<file path="src/rtl/multi_channel_requester.sv">
// Multi-channel request capture with round-robin issue into a NoC request FIFO.
// Optional statistics counters (issue_count, stall_count) are built when REQ_STATS_EN is defined.
module multi_channel_requester #(
    parameter int ID    = 0,
    parameter int WIDTH = 16,
    parameter int NCH   = 4
) (
    input  logic                                  clk,
    input  logic                                  reset,
    input  logic                                  full,
    input  logic                                  almost_full,
    input  logic [NCH*WIDTH-1:0]                  request,
    output logic [WIDTH-1:0]                      dataOut,
    output logic                                  write,
    output logic [((NCH > 1) ? $clog2(NCH) : 1)-1:0] issue_ch,
    output logic [NCH-1:0]                        pending
`ifdef REQ_STATS_EN
    ,
    output logic [15:0]                           issue_count,
    output logic [15:0]                           stall_count
`endif
);

    localparam int CW = (NCH > 1) ? $clog2(NCH) : 1;

    logic [WIDTH-1:0] req_word        [NCH];
    logic [WIDTH-1:0] hold_reg        [NCH];
    logic [WIDTH-1:0] pre_request_reg [NCH];
    logic [NCH-1:0]   capture;
    logic [CW-1:0]    last_grant_reg;

    logic             stall;
    logic             issue_fire;
    logic             grant_valid;
    logic [CW-1:0]    grant_idx;
    logic [NCH-1:0]   grant_onehot;
    logic [NCH-1:0]   issue_mask;
    logic [WIDTH-1:0] grant_data;
    int               rr_slot;

    // ID identifies the node to the surrounding system only; nothing here depends on it.
    if (ID < 0) begin : g_id_reserved
    end

    // A word is captured only when it is valid, differs from the last captured word,
    // and the channel's previous capture has already been issued.
    for (genvar gi = 0; gi < NCH; gi++) begin : g_ch
        assign req_word[gi] = request[gi*WIDTH +: WIDTH];
        assign capture[gi]  = req_word[gi][0] && (req_word[gi] != pre_request_reg[gi]) && !pending[gi];
    end

    assign stall      = (write & almost_full) | (~write & full);
    assign issue_fire = ~stall & grant_valid;
    assign issue_mask = grant_onehot & {NCH{issue_fire}};

    // Round-robin search starting one past the last granted channel.
    always_comb begin
        grant_valid  = 1'b0;
        grant_idx    = '0;
        grant_onehot = '0;
        grant_data   = '0;
        rr_slot      = 0;
        for (int k = 0; k < NCH; k++) begin
            rr_slot = int'(last_grant_reg) + 1 + k;
            if (rr_slot >= NCH) begin
                rr_slot = rr_slot - NCH;
            end
            for (int j = 0; j < NCH; j++) begin
                if (!grant_valid && (rr_slot == j) && pending[j]) begin
                    grant_valid     = 1'b1;
                    grant_idx       = CW'(j);
                    grant_onehot[j] = 1'b1;
                    grant_data      = hold_reg[j];
                end
            end
        end
    end

    always_ff @(posedge clk) begin
        if (reset) begin
            write          <= 1'b0;
            dataOut        <= '0;
            issue_ch       <= '0;
            pending        <= '0;
            last_grant_reg <= CW'(NCH - 1);
            for (int c = 0; c < NCH; c++) begin
                hold_reg[c]        <= '0;
                pre_request_reg[c] <= '0;
            end
        end else begin
            for (int c = 0; c < NCH; c++) begin
                if (capture[c]) begin
                    hold_reg[c]        <= req_word[c];
                    pre_request_reg[c] <= req_word[c];
                end
            end
            // Capture and issue masks never overlap: capture needs pending clear, issue needs it set.
            pending <= (pending & ~issue_mask) | capture;
            if (issue_fire) begin
                write          <= 1'b1;
                dataOut        <= grant_data;
                issue_ch       <= grant_idx;
                last_grant_reg <= grant_idx;
            end else begin
                write   <= 1'b0;
                dataOut <= '0;
            end
        end
    end

`ifdef REQ_STATS_EN
    always_ff @(posedge clk) begin
        if (reset) begin
            issue_count <= '0;
            stall_count <= '0;
        end else begin
            if (write) begin
                issue_count <= issue_count + 16'd1;
            end
            if ((|pending) && stall && (stall_count != 16'hFFFF)) begin
                stall_count <= stall_count + 16'd1;
            end
        end
    end
`endif

endmodule

</file>
<file path="config.mk">
export PLATFORM = sky130hd
export DESIGN_NAME = multi_channel_requester
export DESIGN_NICKNAME = d
export VERILOG_FILES = /design/src/rtl/multi_channel_requester.sv
export SDC_FILE = /design/constraint.sdc
export NUM_CORES = 1
export LEC_CHECK = 0
export ABC_AREA = 1
export BUFFER_PORTS_ARGS = -buffer_cell sky130_fd_sc_hd__buf_2
export CORE_MARGIN = 1
export CORE_UTILIZATION = 55
export CTS_BUF_LIST = sky130_fd_sc_hd__clkbuf_4
export CTS_CLUSTER_SIZE = 10
export DETAILED_ROUTE_END_ITERATION = 16
export GPL_TIMING_DRIVEN = 1
export PLACE_DENSITY = 0.77
export RECOVER_POWER = 100
export REMOVE_ABC_BUFFERS = 1
export SLEW_MARGIN = 20
export SYNTH_ARGS = -nofsm -noshare
export SYNTH_HDL_FRONTEND = slang
export SYNTH_SLANG_ARGS = --single-unit
</file>
<file path="constraint.sdc">
create_clock -name clk -period 5.8 [get_ports clk]
set_input_delay 1.74 -clock clk [delete_from_list [all_inputs] [get_ports clk]]
set_output_delay 1.74 -clock clk [all_outputs]
set_load 0.005 [all_outputs]
</file>
# [Yosys cells after proc, flatten, opt, wreduce, memory -nomap -nowiden]
# Memories as Yosys holds them, arrays and structs flattened.
# Index checks and enable logic that the tools add are counted.
[word_totals] in_bits=68 ram_bits=128 output_inout_bits=23 ff_bits=25 n_memories=2
[mem_list] name="hold_reg" words=4 width=16 read_ports=4 rd_ports_with_merged_regs=0 wr=4 line="27" source="logic [WIDTH-1:0] hold_reg [NCH];"
[mem_list] name="pre_request_reg" words=4 width=16 read_ports=4 rd_ports_with_merged_regs=0 wr=4 line="28" source="logic [WIDTH-1:0] pre_request_reg [NCH];"
[classes] n_eq_ne=16 n_bitwise=19 n_lt_le_gt_ge=4 addsub=8 reduce_logical=63 n_mux=89
[op_table] op="$mux W16" count=24
[op_table] op="$eq A32 B3 Y1 const B" count=8
[op_table] op="$eq A32 B2 Y1 const B" count=4
[op_table] op="$logic_not A32 Y1" count=4
[op_table] op="$mux W32" count=4
[op_table] op="$ge A32 B4 Y1 const B" count=3
[op_table] op="$sub A32 B4 Y32 const B" count=3
[op_table] op="$ne A16 B16 Y1" count=4
[op_table] op="$mux W1" count=47
[op_table] op="$logic_and A1 B1 Y1" count=39
[op_table] op="$add A32 B2 Y32 const B" count=1
[op_table] op="$add A32 B3 Y32 const B" count=1
[op_table] op="$mux W2" count=14
[op_table] op="$logic_not A1 Y1" count=19
[op_table] op="$or A1 B1 Y1" count=9
[op_table] op="$and A4 B4 Y4" count=2
[op_table] op="$sub A4 B3 Y5 const B" count=1
[op_table] op="$add A3 B2 Y4 const B" count=1
[op_table] op="$ge A4 B3 Y1 const B" count=1
[op_table] op="$not A4 Y4" count=1
[op_table] op="$or A4 B4 Y4" count=1
[op_table] op="$add A2 B1 Y3 const B" count=1
[op_table] op="$and A1 B1 Y1" count=3
[op_table] op="$not A1 Y1" count=3
[op_table] op="$reduce_or A2 Y1" count=1

# [Logic depth before layout (Yosys ltp)]
# Gate-level depths: netlist of the first run.
[depth] ltp_word=71 depth_mapped=17 depth_no_buf=15

# [Least setup slack after synthesis of the first run]
# OpenSTA, ideal clock, no wires.
[synth_timing] kind="in2reg" startpoint="input request[1]" endpoint="memory hold_reg[0][0] (data pin)" setup_ns=0.264 cell_stages=7 t_arrival_ns=2.922 setup_slack_ns=2.614 path_cell_list="xnor2_1 > o221ai_1 > a2111oi_0 > nand4_1 > nand3_1 > clkbuf_1 > inv_1"
[synth_lines] item="start: declaration" line="12" source="input logic [NCH*WIDTH-1:0] request,"
[synth_lines] item="end: declaration" line="27"

# [Final worst setup path of the first run]
[layout_timing] startpoint="register last_grant_reg[0]" endpoint="register pending[3]"
[layout_via] elab_chain_cells=71 word_cells_on_any_way=103 classes_between="add/sub: 8; order compare: 4; eq/ne: 12; mux: 24; bitwise: 5; reduce/logical: 50"
[layout_lines] item="start: declaration" line="30" source="logic [CW-1:0] last_grant_reg;"
[layout_lines] item="start signal: assignment" line="85" source="last_grant_reg <= CW'(NCH - 1);"
[layout_lines] item="start signal: assignment" line="103" source="last_grant_reg <= grant_idx;"
[layout_lines] item="$add A2 B1 Y3 *" line="64" source="rr_slot = int'(last_grant_reg) + 1 + k;"
[layout_lines] item="$sub A32 B4 Y32 or $ge A32 B4 Y1 (tied branches)" line="66, 65"
[layout_lines] item="$mux W32" line="65" source="if (rr_slot >= NCH) begin"
[layout_lines] item="$logic_not A32 Y1" line="69" source="if (!grant_valid && (rr_slot == j) && pending[j]) begin"
[layout_lines] item="$logic_and A1 B1 Y1" line="69"
[layout_lines] item="$mux W1" line="69"
[layout_lines] item="$logic_not A1 Y1" line="69"
[layout_lines] item="$logic_and A1 B1 Y1 (2 in series)" line="69"
[layout_lines] item="(+53 left out)"
[layout_lines] item="$logic_not A1 Y1" line="69"
[layout_lines] item="$logic_and A1 B1 Y1 (2 in series)" line="69"
[layout_lines] item="$mux W1" line="69"
[layout_lines] item="$and A1 B1 Y1" line="53" source="assign issue_fire = ~stall & grant_valid;"
[layout_lines] item="$and A4 B4 Y4 *" line="54" source="assign issue_mask = grant_onehot & {NCH{issue_fire}};"
[layout_lines] item="$not A4 Y4 *" line="98" source="pending <= (pending & ~issue_mask) | capture;"
[layout_lines] item="$and A4 B4 Y4 *" line="98"
[layout_lines] item="$or A4 B4 Y4 *" line="98"
[layout_lines] item="end signal: assignment" line="98"
[layout_lines] item="end: declaration" line="16" source="output logic [NCH-1:0] pending"
# Every way passes the cells marked *; elsewhere a longest branch is shown, timed or not.
# A chain may end at the register's enable or synchronous reset.

==> results of run 1 <==
[report_power, final]
part / internal, mW / switching, mW
sequential: 0.786 / 0.117
combinational: 0.284 / 0.649
clock: 0.174 / 0.235
[worst max-delay path by stage]
stage | endpoint | cells after the start | startpoint
2_1_floorplan | hold_reg[0][0]$_SDFFCE_PN0P_ | 6 | request[1]
3_3_place_gp | pre_request_reg[2][3]$_SDFFCE_PN0P_ | 6 | request[46]
3_5_place_dp | hold_reg[0][11]$_SDFFCE_PN0P_ | 7 | request[1]
4_1_cts | dataOut[12]$_SDFF_PP0_ | 12 | last_grant_reg[0]$_SDFFE_PP1N_
5_1_grt | pending[3]$_SDFF_PP0_ | 13 | last_grant_reg[0]$_SDFFE_PP1N_
6_report | pending[3]$_SDFF_PP0_ | 13 | last_grant_reg[0]$_SDFFE_PP1N_
[layer usage]
metal	vias to the layer above	GRT usage (%)	part of all wire, %
li1	3224	-	-
met1	2928	49.0	44
met2	416	51.2	42
met3	37	7.29	12
met4	0	9.62	1.5
met5	-	0	0
[final cells by class]
class / count / share of cell area (%)
Sequential cell: 89 / 34.6
Timing Repair Buffer: 92 / 6.28
Multi-Input combinational cell: 684 / 45.9
Inverter: 157 / 8.42
Clock buffer: 9 / 0.965
Tap cell: 140 / 2.50
Clock inverter: 7 / 1.32
[Yosys cell counts, drive strengths merged]
library cell	n	share of area, %
inv	156	9.2
o21ai	47	3.7
xor2	19	2.6
mux2i	1	0.16
nor3b	2	0.23
dfxtp	25	7.8
nor4	6	0.59
nand3	104	8.6
o221ai	2	0.27
a21oi	6	0.47
clkinv	1	0.059
o22ai	8	0.78
edfxtp	64	30
nand3b	1	0.12
nor2	263	16
a2111oi	1	0.14
clkbuf	13	0.78
nand4	29	3.6
a221oi	12	1.6
nand2	174	10
nor3	2	0.33
buf	16	1.6
xnor2	7	0.96
[cells by family after synthesis]
kind of cell           count (synthesis)  share of synthesized area [%]
flip-flops                            89                           37.9
multiplexers                           1                          0.157
AND/OR/NAND/NOR                      581                           39.8
buffers and inverters                186                           11.6
AO/OA/AOI/OAI                         76                           6.99
XOR/XNOR                              26                           3.56
[worst max-delay path: stages (launching register included)]
cell      delay [ps]
dfxtp_1          470
inv_2             90
nand3_4          220
nand3_1          180
nor2_2           180
nand4_2          110
nor2_1          1360
nand4_4          240
nor2_1           440
nand4_4          440
nand3b_1         220
nand2_1           70
nand2_1           70
nand2_1           50
[metrics by stage]
step | setup WS (ps) | cells | area [µm²] | hold WS [ps] | power (mW)
5_1_grt | 1130 | 1178 | 7000 | 494 | 2.40
4_1_cts | 2620 | 1178 | 7040 | 476 | 2.23
6_report | 1540 | 1178 | 7000 | 476 | 2.24
2_1_floorplan | 2710 | 930 | 6240 | 456 | 1.52
3_5_place_dp | 2240 | 1162 | 6880 | 456 | 1.84
3_3_place_gp | 2270 | 1162 | 6880 | 450 | 1.83
==> metrics.yaml, run 1 <==
status: "finished, violations left"
violations: "max-capacitance violations, max-slew violations"
reg2regPathDepth: 13
drive_gt1_share_pct: 10.1
drt_iter0_drc: 927
rows: 38
diodes: 0
hp-start: "issue_ch[0]$_SDFFE_PP0N_"
synth_cell_types: 37
synth_area_um2: 6390
synth.yosys.seq_area_share_pct: 37.9
initial_core_util_pct: 57.7
multi_input_area_um2: 3210
cp.arrival_ps: 4620
slew_viol_final: 21
clkSlewWorstSetupHoldPaths_ps: 150
post_synth.cell_area_avg_um2: 6.66
clkSinkCount: 89
layout_common_cells: "nor2_1, nand2_1, inv_1, nand3_1, buf_2"
grt_max_degree: 36
yosysWarnings: 0
powerDensity_nw_per_um2: 321
finalSetupViolCount: 0
critPathCaptureType: "flip-flop"
holdBufCountCts: 0
period_share_pct: 73.5
max_freq_mhz: 235
grt_pass1_wl_um: 30800
finClkSkew_ps: 26.2
firstDrtPassIters: 6
grt_usage_pct: 34.1
post_drt_wl_per_cell_um: 16.5
ir_worst_vdd_mv: 0.185
area_growth_pct: 9.49
io_pins: 91
cts-htree-levels: 3
ys_ff_latch: 89
die_x_um: 110
cap_violations: 1
fp.coreArea_um2: 11100
synthCells: 959
wl_um: 19500
grt_pass1_vias: 5905
regArea_um2: 2420
largest_register_ff_count: 48
clock_latency_ps: 480
grt-ovfl-total: 0
min_period_ps: 4260
r2r_start: "last_grant_reg[0]$_SDFFE_PP1N_"
antenna_found_initial: 0
hp-class: "flip-flop to flip-flop"
dp_hpwl_um: 14300
worstPathRequired_ps: 6160
fp.dieArea_um2: 12100
slew_headroom_pct: -22.1
antenna_left: 0
critPathLaunchType: "flip-flop"
tightestPinTransition_ps: 1820
holdPathStages: 2
rsz0062_at_grt: "no"
r2r_slack_ps: 1540
postCtsResizedCells: 0
via_count: 6605
hold_viol: 0
drc_errors: 0
fin_util_pct: 63.2
whs_endpoint: "issue_ch[0]$_SDFFE_PP0N_"
worstSetupPathType: "flip-flop to flip-flop"
cts_buffer_depth: 2
cts_tree: "built"
leakagePower_nw: 3.29
cts_made_buffers: 9
cts-root-buf: "clkbuf_4"
viasPerCell: 5.61
final_nets: 1101
layout_commonest_cell: "nor2_1"
rr_endpoint: "pending[3]$_SDFF_PP0_"
n_fill_cell: 1075
place_congestion: 0.940
die_y_um: 110
path_max_fanout: 35
portBuffers: 90
post_cts_buffers: 0
setup_tns_ps: 0
Power figures use the tool's default switching activity.
==> run 2: changes to the inputs <==
- ABC_AREA: 1 -> 0
- CORE_UTILIZATION: 55 -> 54
- PLACE_DENSITY: 0.77 -> 0.79
- clock period: 5.8 -> 3.7 ns (I/O delays scaled with it)
==> run 2 against run 1 <==
Against the previous run:
- the flow now finishes without violations
- die area down 1.1%
- cell count down 28%
- clock skew up 3.6 ps
- fmax up 31%
- count of clock-buffer cells in the layout up 2
- critical path type unchanged
- largest power group is now registers
==> metrics.yaml, run 2 <==
crit_family: "simple AND/OR/NAND/NOR gates"
cts_buffer_depth: 2
layout_common_cells: "buf_2, xor2_1, edfxtp_1, and2_0, a21oi_1"
leakagePower_nw: 2.61
grt-ovfl-total: 0
final_nets: 769
n_fill_cell: 978
yosys-top-cells-count: "and2_1, edfxtp_1, xor2_1"
holdBufCountCts: 0
synth.yosys.seq_area_share_pct: 39.0
die_x_um: 109
fp.coreArea_um2: 11000
synthCells: 634
clkSlewWorstSetupHoldPaths_ps: 150
dp_hpwl_um: 14500
max_freq_mhz: 309
drive_gt1_share_pct: 17.3
slew_headroom_pct: 35.8
ys_ff_latch: 89
yosysTopAreaCell: "edfxtp_1"
yosysWarnings: 0
synth-edff-count: 64
drt_iter0_drc: 711
post_synth.cell_area_avg_um2: 9.79
synth_area_um2: 6210
portBuffers: 90
grt_pass1_wl_um: 30900
status: "finished, final reports clean"
worstPathRequired_ps: 4120
dp.cells: 830
p_seq_share_pct: 50.6
largest_register_ff_count: 48
path_max_fanout: 19
slew_viol_final: 0
antenna_left: 0
finClkSkew_ps: 29.8
fin_cells: 847
finalSetupViolCount: 0
grt_usage_pct: 35.1
antenna_found_initial: 1
p_int_mw: 1.73
pwr-share-clk_pct: 24.4
cts_made_buffers: 9
cp_common_cell: "o21ai_1"
post_cts_buffers: 0
share_comb_of_total_power_pct: 25.0
critPathLaunchType: "flip-flop"
grt_pass1_vias: 5621
clock_latency_ps: 490
wl_um: 20200
swShare_pct: 33.8
setup_tns_ps: 0
p_total_mw: 2.61
crit_chain: "buf_4, or4_4, nand2_1, or2_4, clkinvlp_2, o21ai_1, or4_1, o21ai_1"
ir_worst_vdd_mv: 0.275
grt_max_degree: 33
die_y_um: 109
initial_core_util_pct: 56.3
firstDrtPassIters: 5
postCtsResizedCells: 0
cts-htree-levels: 3
io_pins: 91
via_count: 5901
cp_num_buf_inv: 2
post_drt_wl_per_cell_um: 23.8
area_growth_pct: 9.13
hp-class: "flip-flop to flip-flop"
cts_tree: "built"
viasPerCell: 6.97
synth_top_cell_area_share_pct: 31.0
period_share_pct: 87.6
drc_errors: 0
cap_violations: 0
rows: 38
cp.arrival_ps: 3660
synth_cell_types: 88
place_congestion: 0.992
rsz0062_at_grt: "no"
tightestPinTransition_ps: 956
synthArstFlopShare_pct: 0
cts-root-buf: "clkbuf_4"
hold_viol: 0
switchingPower_uw: 882
worstSetupPathType: "flip-flop to flip-flop"
layout_commonest_cell: "buf_2"
clkSinkCount: 89
min_period_ps: 3240
worst_path_max_delay_cell: "dfxtp_1"
slowest_delay_ps: 680
powerDensity_nw_per_um2: 385
fp.dieArea_um2: 11900
critPathCaptureType: "flip-flop"
synth_ff_type: "edfxtp_1"
synthTopCellsByArea: "edfxtp_1, xor2_1, dfxtp_1"
[run 2: final timing paths]
kind / startpoint / endpoint / slack [ps] / cells after the start
setup / recovery: pending[2]$_SDFF_PP0_ / dataOut[7]$_SDFF_PP0_ / 460 / 8
hold / removal: issue_ch[1]$_SDFFE_PP0N_ / issue_ch[1]$_SDFFE_PP0N_ / 550 / 2
setup reg to reg: pending[2]$_SDFF_PP0_ / dataOut[7]$_SDFF_PP0_ / 460 / 8
hold reg to reg: issue_ch[1]$_SDFFE_PP0N_ / issue_ch[1]$_SDFFE_PP0N_ / 550 / 2
[run 2: worst register-to-register path, cell delays in order, from the launching register on]
cell and delay, ps:
dfxtp_1 680, buf_4 360, or4_4 190, nand2_1 260, or2_4 360, clkinvlp_2 480, o21ai_1 170, or4_1 560
o21ai_1 130
[run 2: final cells by class]
| class | count | area, µm² | share of cell area [%] |
|---|---|---|---|
| Antenna cell | 1 | 2.50 | 0.0369 |
| Clock buffer | 11 | 82.6 | 1.22 |
| Clock inverter | 5 | 81.3 | 1.20 |
| Inverter | 10 | 38.8 | 0.573 |
| Multi-Input combinational cell | 492 | 3480 | 51.4 |
| Sequential cell | 89 | 2420 | 35.8 |
| Tap cell | 140 | 175 | 2.59 |
| Timing Repair Buffer | 99 | 488 | 7.20 |
[run 2: cell families (layout without fill, tap and decap cells)]
logic type	after synthesis	count (layout)	share of synthesized area, %
and+or+nand+nor	232	232	24.0
AOI/OAI and AO/OA	194	194	23.2
DFF	89	89	39.0
xor gates and xnor gates	64	64	9.03
buffers and inverters	53	125	4.37
muxes	2	2	0.343
other	0	1	0
[run 2: per-stage QoR]
step	cell area, µm²	util [%]	setup WS [ps]	hold WS [ps]
finish	6770	61.4	459	548
global route	6770	61.4	445	563
CTS	6830	61.9	952	549
detailed placement	6670	60.4	614	528
global placement	6670	60.4	710	471
floorplan	5970	-	1080	483
[run 2: power groups by stage]
| stage | Combinational [mW] | Sequential [mW] | Clock (mW) |
|---|---|---|---|
| after global placement | 0.632 | 1.33 | 0 |
| final | 0.652 | 1.32 | 0.638 |
| after CTS | 0.648 | 1.31 | 0.647 |
| after floorplan | 0.389 | 1.31 | 0 |
| after detailed placement | 0.643 | 1.33 | 0 |
| after global routing | 0.705 | 1.32 | 0.680 |
[run 2: metal layers]
layer  part of all wire [%]  GRT usage [%]
met5                      0              0
met4                    4.9           19.3
met3                     11           7.89
met2                     44           53.5
met1                     40           46.2
